==> config.mk <==
export PLATFORM = sky130hd
export DESIGN_NAME = mem_port_arbiter
export DESIGN_NICKNAME = d
export VERILOG_FILES = /design/src/rtl/mem_port_arbiter_pkg.sv /design/src/rtl/mem_port_arbiter_sat_counter.sv /design/src/rtl/mem_port_arbiter.sv
export SDC_FILE = /design/constraint.sdc
export NUM_CORES = 1
export LEC_CHECK = 0
export ABC_AREA = 0
export CELL_PAD_IN_SITES_DETAIL_PLACEMENT = 1
export CELL_PAD_IN_SITES_GLOBAL_PLACEMENT = 2
export CORE_UTILIZATION = 26
export DETAILED_ROUTE_END_ITERATION = 6
export PLACE_DENSITY = 0.77
export SYNTH_ARGS = -nofsm -noshare
export SYNTH_HDL_FRONTEND = slang
export SYNTH_SLANG_ARGS = --single-unit
==> constraint.sdc <==
create_clock -name clk -period 2.5 [get_ports clk]
set_clock_uncertainty 0.15 [all_clocks]
set_input_delay 0.5 -clock clk [delete_from_list [all_inputs] [get_ports clk]]
set_output_delay 0.5 -clock clk [all_outputs]
set_load 0.005 [all_outputs]
==> src/rtl/mem_port_arbiter_pkg.sv <==
// Shared types and default widths for the unified-memory port arbiter.
// Holds the arbiter state encoding so the top and any future observers agree on it.
package mem_port_arbiter_pkg;

  localparam int unsigned AW_DEF    = 32;
  localparam int unsigned DW_DEF    = 32;
  localparam int unsigned CNT_W_DEF = 16;

  typedef enum logic [2:0] {
    ST_IDLE   = 3'd0,
    ST_D_WAIT = 3'd1,
    ST_D_DONE = 3'd2,
    ST_I_WAIT = 3'd3,
    ST_I_DONE = 3'd4
  } arb_state_t;

endpackage

==> src/rtl/mem_port_arbiter_sat_counter.sv <==
// Saturating up-counter with async active-low clear; one cycle from inc to count.
// Holds at all-ones once reached and never wraps; only the clear brings it back.
module sat_counter #(
  parameter int unsigned W = 16
) (
  input  logic         clk,
  input  logic         clr,
  input  logic         inc,
  output logic [W-1:0] cnt
);

  always_ff @(posedge clk or negedge clr) begin
    if (!clr) begin
      cnt <= '0;
    end else if (inc && (cnt != {W{1'b1}})) begin
      cnt <= cnt + W'(1);
    end
  end

endmodule

==> src/rtl/mem_port_arbiter.sv <==
// Arbitrates IF and MEM onto one req/ack memory port; data wins, >=3 cycles request to valid.
// Stalls are combinational; the memory may hold off m_ack indefinitely and the requester stays stalled.
module mem_port_arbiter
  import mem_port_arbiter_pkg::*;
#(
  parameter int unsigned AW    = AW_DEF,
  parameter int unsigned DW    = DW_DEF,
  parameter int unsigned CNT_W = CNT_W_DEF
) (
  input  logic             clk,
  input  logic             rst,
  input  logic             if_req,
  input  logic [AW-1:0]    if_addr,
  output logic [DW-1:0]    if_rdata,
  output logic             if_valid,
  output logic             if_stall,
  input  logic             d_read,
  input  logic             d_write,
  input  logic [AW-1:0]    d_addr,
  input  logic [DW-1:0]    d_wdata,
  output logic [DW-1:0]    d_rdata,
  output logic             d_valid,
  output logic             d_stall,
  input  logic             flush,
  output logic             m_req,
  output logic             m_we,
  output logic [AW-1:0]    m_addr,
  output logic [DW-1:0]    m_wdata,
  input  logic             m_ack,
  input  logic [DW-1:0]    m_rdata,
  output logic [CNT_W-1:0] stall_cnt
);

  arb_state_t state;
  arb_state_t state_nxt;
  logic       drop;
  logic       if_pulse;
  logic       d_req;

  assign d_req = d_read | d_write;

  always_ff @(posedge clk or negedge rst) begin
    if (!rst) begin
      state <= ST_IDLE;
    end else begin
      state <= state_nxt;
    end
  end

  // A fetch squashed while in flight (or at the ack itself) returns straight to IDLE.
  always_comb begin
    state_nxt = state;
    case (state)
      ST_IDLE: begin
        if (d_req) begin
          state_nxt = ST_D_WAIT;
        end else if (if_req) begin
          state_nxt = ST_I_WAIT;
        end
      end
      ST_D_WAIT: begin
        if (m_ack) begin
          state_nxt = ST_D_DONE;
        end
      end
      ST_D_DONE: state_nxt = ST_IDLE;
      ST_I_WAIT: begin
        if (m_ack) begin
          state_nxt = (drop || flush) ? ST_IDLE : ST_I_DONE;
        end
      end
      ST_I_DONE: state_nxt = ST_IDLE;
      default:   state_nxt = ST_IDLE;
    endcase
  end

  always_ff @(posedge clk or negedge rst) begin
    if (!rst) begin
      m_req    <= 1'b0;
      m_we     <= 1'b0;
      m_addr   <= '0;
      m_wdata  <= '0;
      d_rdata  <= '0;
      if_rdata <= '0;
      d_valid  <= 1'b0;
      if_pulse <= 1'b0;
      drop     <= 1'b0;
    end else begin
      d_valid  <= (state_nxt == ST_D_DONE);
      if_pulse <= (state_nxt == ST_I_DONE);
      case (state)
        ST_IDLE: begin
          if (d_req) begin
            m_req   <= 1'b1;
            m_we    <= d_write;
            m_addr  <= d_addr;
            m_wdata <= d_wdata;
          end else if (if_req) begin
            m_req  <= 1'b1;
            m_we   <= 1'b0;
            m_addr <= if_addr;
          end
        end
        ST_D_WAIT: begin
          if (m_ack) begin
            m_req   <= 1'b0;
            d_rdata <= m_rdata;
          end
        end
        ST_I_WAIT: begin
          if (m_ack) begin
            m_req    <= 1'b0;
            if_rdata <= m_rdata;
            drop     <= 1'b0;
          end else if (flush) begin
            drop <= 1'b1;
          end
        end
        default: ;
      endcase
    end
  end

  // Releasing if_stall on a flush lets the branch target load into the PC.
  always_comb begin
    d_stall  = d_req && (state != ST_D_DONE);
    if_stall = (if_req && (state != ST_I_DONE)) || d_stall;
    if (rst && flush && !d_stall) begin
      if_stall = 1'b0;
    end
    if_valid = if_pulse && !flush;
  end

  sat_counter #(
    .W (CNT_W)
  ) u_stall_cnt (
    .clk (clk),
    .clr (rst),
    .inc (if_stall | d_stall),
    .cnt (stall_cnt)
  );

endmodule

Yosys cells after proc, flatten, opt, wreduce, memory -nomap -nowiden
Index checks and enable logic that the tools add are counted.

Register bits after elaboration: 152. Input port bits: 135. Output and inout port bits: 150.

Add/sub/neg operators: 1. Equality and inequality tests: 9. Muxes and demuxes: 17. Bitwise logic cells: 2. Reduce and logical (&&, ||, !) cells: 21.

Operators by type and width (count): 32-bit 2-to-1 mux (2); 16-bit by 1-bit adder with 16-bit output, second input constant (1); 16-bit != test, second input constant (1); 3-bit 2-to-1 mux (5); 2-bit AND reduction (5); 3-bit one-hot mux with 3 select lines (1); 1-bit 2-to-1 mux (8); 3-bit by 2-bit == test with 1-bit output, second input constant (2); 1-bit logical AND (6); 3-bit != test, second input constant (2); 2-bit nonzero test (3); 3-bit by 1-bit == test with 1-bit output, second input constant (1); 3-bit == test, second input constant (1); 3-bit logical NOT (1); 3-bit by 2-bit != test with 1-bit output, second input constant (1); 3-bit AND reduction (1); 1-bit logical NOT (2); 1-bit logical OR (2); 2-bit by 1-bit != test with 1-bit output, second input constant (1); 1-bit OR (2); 1-bit one-hot mux with 2 select lines (1); 2-bit OR reduction (1).

Longest topological paths before layout
Gate-level depths: netlist of the first run.

Word-level depth: 7. Mapped depth: 7.

By module
Synthesis of the first run repeated with hierarchy kept, for this count alone.

Cell total of the unflattened synthesis: 414. Area total of the unflattened synthesis: 6621.4 µm².

By module, submodules not included: mem_port_arbiter (instances 1, cells an instance 342, area an instance 5761.8 µm², seq. area each 3403.3 µm²); sat_counter (instances 1, cells an instance 72, area an instance 859.6 µm², seq. area each 400.4 µm²).

Least setup slack after synthesis of the first run
No wires, ideal clock.

Path type: input-to-output. Start point: input d_write. End point: output if_stall. Arrival time: 1.200 ns. Setup slack: 0.650 ns. Cell stages on the path: 4. Buffers on the path: 0. Cell sequence: nor2_1 > a21o_1 > and2_1 > inv_1.

Word-level cells in the longest chain between the ends: 5.

RTL lines: from (decl) (line mem_port_arbiter.sv:18) `input logic d_write,`; 1-bit OR * (line mem_port_arbiter.sv:40) `assign d_req = d_read | d_write;`; 1-bit logical AND * (line mem_port_arbiter.sv:126) `d_stall = d_req && (state != ST_D_DONE);`; 1-bit logical NOT (line mem_port_arbiter.sv:128) `if (rst && flush && !d_stall) begin`; 1-bit logical AND (line mem_port_arbiter.sv:128); 1-bit 2-to-1 mux * (line mem_port_arbiter.sv:128); to (decl) (line mem_port_arbiter.sv:16) `output logic if_stall,`.

Every way passes the cells marked *; elsewhere a longest branch is shown, timed or not.

Worst setup path after layout of the first run
Start point: register state[1]. End point: output d_stall.

Word-level cells in the longest chain between the ends: 2.

RTL lines: from (decl) (line mem_port_arbiter.sv:34) `arb_state_t state;`; from (signal assigned) (line mem_port_arbiter.sv:46) `state <= state_nxt;`; 3-bit by 2-bit != test with 1-bit output (line mem_port_arbiter.sv:126); 1-bit logical AND (line mem_port_arbiter.sv:126); to (decl) (line mem_port_arbiter.sv:23) `output logic d_stall,`.

No other way between the ends.

==> results of run 1 <==
power by group:
group / switching [mW] / internal, mW / total [mW]
clock: 1.05 / 1.48 / 2.53
sequential: 0.684 / 3.63 / 4.32
combinational: 1.81 / 3.32 / 5.13
total: 3.54 / 8.43 / 12.0
routing by layer:
metal	GRT usage	part of all wire	wire, um	up-vias
li1	-	-	-	2179
met1	0.172	0.38	7120	2379
met2	0.282	0.52	9720	176
met3	0.0591	0.084	1580	30
met4	0.0588	0.023	436	0
met5	0	0	0	-
state kept, by name, summed over array words and instances (netlist names):
name             cells
d_rdata             32
if_rdata            32
m_addr              32
m_wdata             32
u_stall_cnt.cnt     16
state                3
d_valid              1
drop                 1
if_pulse             1
m_req                1
m_we                 1
what timing repair did:
item,in CTS,in global routing
resized for setup,8,2
pin swaps,1,2
endpoints found under the setup margin,3,2
buffers inserted,1,0
cell families (layout without fill, tap and decap cells):
group | after synthesis | after routing
flip-flops | 152 | 152
adder cells (fa/ha/maj) | 1 | 1
multiplexers | 130 | 130
AO/OA/AOI/OAI | 44 | 44
XOR/XNOR | 14 | 14
AND/OR/NAND/NOR | 81 | 81
buffers and inverters | 27 | 342
cell usage in the layout, fill, tap and decap left out, types with 2 or more instances in the layout:
cell and instances:
sky130_fd_sc_hd__clkdlybuf4s50_1 278, sky130_fd_sc_hd__dfrtp_1 151, sky130_fd_sc_hd__mux2_2 98, sky130_fd_sc_hd__nor2_1 37, sky130_fd_sc_hd__a21oi_1 33, sky130_fd_sc_hd__mux2i_1 32
sky130_fd_sc_hd__clkbuf_16 17, sky130_fd_sc_hd__buf_4 13, sky130_fd_sc_hd__xnor2_1 12, sky130_fd_sc_hd__nand2_1 11, sky130_fd_sc_hd__nand4_1 8, sky130_fd_sc_hd__nand3_1 7
sky130_fd_sc_hd__inv_1 6, sky130_fd_sc_hd__nor3_1 6, sky130_fd_sc_hd__buf_12 6, sky130_fd_sc_hd__dlygate4sd2_1 5, sky130_fd_sc_hd__clkinv_2 4, sky130_fd_sc_hd__inv_6 4
sky130_fd_sc_hd__a31oi_1 3, sky130_fd_sc_hd__nor2_4 2, sky130_fd_sc_hd__a21o_1 2, sky130_fd_sc_hd__and3_1 2, sky130_fd_sc_hd__xor2_1 2, sky130_fd_sc_hd__bufinv_16 2
sky130_fd_sc_hd__clkinv_4 2, sky130_fd_sc_hd__clkinvlp_4 2, sky130_fd_sc_hd__buf_6 2
cell type report:
type                       count  share of cell area
sequential                   152               0.377
clock buffer                  18              0.0425
inverter                       6             0.00223
clock inverter                14              0.0146
multi-input combinational    270               0.221
tap                          313              0.0388
timing repair buffer         304               0.304
worst max-delay path, cell delays in order (launching register included):
cell and delay (ps):
sky130_fd_sc_hd__dfrtp_1 410, sky130_fd_sc_hd__buf_4 190, sky130_fd_sc_hd__a21o_1 200, sky130_fd_sc_hd__inv_1 70, sky130_fd_sc_hd__clkdlybuf4s50_1 490
path summary, 6_finish.rpt:
check                      slack, ps                 end  depth (start not counted)
max                               80             d_stall                          4
min                               10        if_rdata[21]                          2
max reg2reg                      500  u_stall_cnt.cnt[1]                          7
min reg2reg                      320            state[2]                          1
max in group asynchronous       1370            state[0]                          2
min in group clk                 320            state[2]                          1
==> impl_metrics.tcl, run 1 <==
set metrics [dict create \
    holdWs_ps 11.3 \
    synth_compound_area_frac 0.0397 \
    fin_util 0.442 \
    cp-end-kind "output pin" \
    detail_route.drc_violations 0 \
    number_of_placed_cells_counting_well_taps 1044 \
    tritoncts_num_sinks 152 \
    flow.area_growth_from_synthesis_pct 64.9 \
    powerDensity_nw_per_um2 1190 \
    finalHoldViolations 0 \
    leakage_nw 4.12 \
    max_slew_margin 0.360 \
    clock_insertion_delay_worst_skew_ps 410 \
    ctsHoldBuffers 0 \
    place_worst_setup_slack_ps -251 \
    ant_nets 0 \
    die_area_um2 24200 \
    placeable_core_region_um2 22800 \
    power_total_mw 12.0 \
    timing.final.max_slew_violations 0 \
    syn-mean-instance-area_um2 13.6 \
    run_status "finished clean" \
    netlist-cell-type-count 32 \
    die_outline_width_um 155 \
    route.vias.total 4764 \
    finalSetupViolCount 0 \
    combinational_family_with_the_most_area_after_synthesis "multiplexers" \
    worst_setup_path_startpoint "state[1]" \
    yosys.area.top_type "sky130_fd_sc_hd__dfrtp_1" \
    synth.ff_latch_count 152 \
    finalCritPeriodShare 0.967 \
    synth_top_flop_cell "sky130_fd_sc_hd__dfrtp_1" \
    remaining_overflow_grt 0 \
    rsz0062_at_grt "no" \
    regToRegStartpoint "state[0]" \
    antenna_found_initial 0 \
    detailed_placement_wirelength_estimate_um 13900 \
    ios 285 \
    row_count 55 \
    synth.area.mux_share 0.233 \
    cts_max_path_buffers 2 \
    timing.critical_path.from_type "flip-flop" \
    insertedDiodeCount 0 \
    start_util 0.268 \
    port_buffers 284 \
    cts_buffers 17 \
    required_ps 1850 \
    syn_area_um2 6120 \
    worst-path-max-fanout 8 \
    clk_pin_slew_worst_paths_ps 60 \
    layout_cell_share_with_drive_strength_beyond_1 0.208 \
    cts-root-buf "sky130_fd_sc_hd__clkbuf_16" \
    drv_cap 0 \
    synth.most_common_cell "sky130_fd_sc_hd__dfrtp_1" \
    synth_enable_flop_cells 0 \
    ys.warnings.count 0 \
    drt-wirelength-per-cell_um 17.5 \
    synth.area.top_cells "sky130_fd_sc_hd__dfrtp_1, sky130_fd_sc_hd__mux2_2, sky130_fd_sc_hd__mux2i_1, sky130_fd_sc_hd__a21oi_1, sky130_fd_sc_hd__nor2_1" \
    synth-xor-area-share 0.0200 \
    max_h_tree_level 4 \
    final-seq-area_um2 3800 \
    synth_simple_gate_area_frac 0.0607 \
    dieHeight_um 155 \
    min-delay-path-class "primary input to asynchronous set/reset pin" \
    final-instance-count-excl-fill 1077 \
    routed_via_density 4.42 \
    worst_pin_slew_ps 960 \
    maxClockFrequency_mhz 414 \
    grt_first_pass_wirelength_um 29500 \
    max-vdd-ir-drop_mv 0.551 \
    setup_tns_ps 0 \
    synth_async_sr_flop_share 1.00 \
    pin_count_of_the_biggest_net_entering_global_routing 153 \
    synth_adder_area_share 0.00204 \
    via_count_of_the_first_global_routing_pass 5349 \
    synth_top_cell_area_share 0.621 \
    mappedNetlistNets 585 \
    placedInstanceArea_um2 9490 \
    worst-setup-path-type "flip-flop to output pin" \
    nNetsFinal 887 \
    min_period_ps 2420 \
    final_critical_path_setup_slack_ps 83.6 \
    synth-seq-area-share 0.621 \
    global_route_usage_over_all_layers 0.159 \
    final_instance_area_um2 10100 \
    finalWeightedCongestion 0.745 \
    critical_path_arrival_ps 1770 \
    finalWirelength_um 18900 \
    number_of_drc_violations_after_detailed_routing_iteration_0 100 \
    synth.cells.most_frequent "sky130_fd_sc_hd__dfrtp_1, sky130_fd_sc_hd__mux2_2, sky130_fd_sc_hd__nor2_1" \
    tritoncts "done" \
    multi_input_combinational_cell_area_um2 2230 \
    drt_first_pass_iters 4 \
    syn-instance-count 449 \
    fillerInstances 2395 \
]
Note: power is estimated with default switching activity, not from simulation.
==> run 2: changes to the inputs <==
--- a/config.mk
+++ b/config.mk
@@ -9,6 +9,7 @@
 export CELL_PAD_IN_SITES_DETAIL_PLACEMENT = 1
 export CELL_PAD_IN_SITES_GLOBAL_PLACEMENT = 2
 export CORE_UTILIZATION = 26
+export CTS_CLUSTER_DIAMETER = 80
 export DETAILED_ROUTE_END_ITERATION = 6
 export PLACE_DENSITY = 0.77
 export SYNTH_ARGS = -nofsm -noshare
==> results of run 2 <==
Final layout, timing and power as in run 1 (identical DEF).
==> run 3: changes to the inputs <==
--- a/config.mk
+++ b/config.mk
@@ -9,7 +9,7 @@
 export CELL_PAD_IN_SITES_DETAIL_PLACEMENT = 1
 export CELL_PAD_IN_SITES_GLOBAL_PLACEMENT = 2
 export CORE_UTILIZATION = 26
-export CTS_CLUSTER_DIAMETER = 80
+export CTS_CLUSTER_DIAMETER = 150
 export DETAILED_ROUTE_END_ITERATION = 6
 export PLACE_DENSITY = 0.77
 export SYNTH_ARGS = -nofsm -noshare
==> results of run 3 <==
Final layout, timing and power as in run 1 (identical DEF).
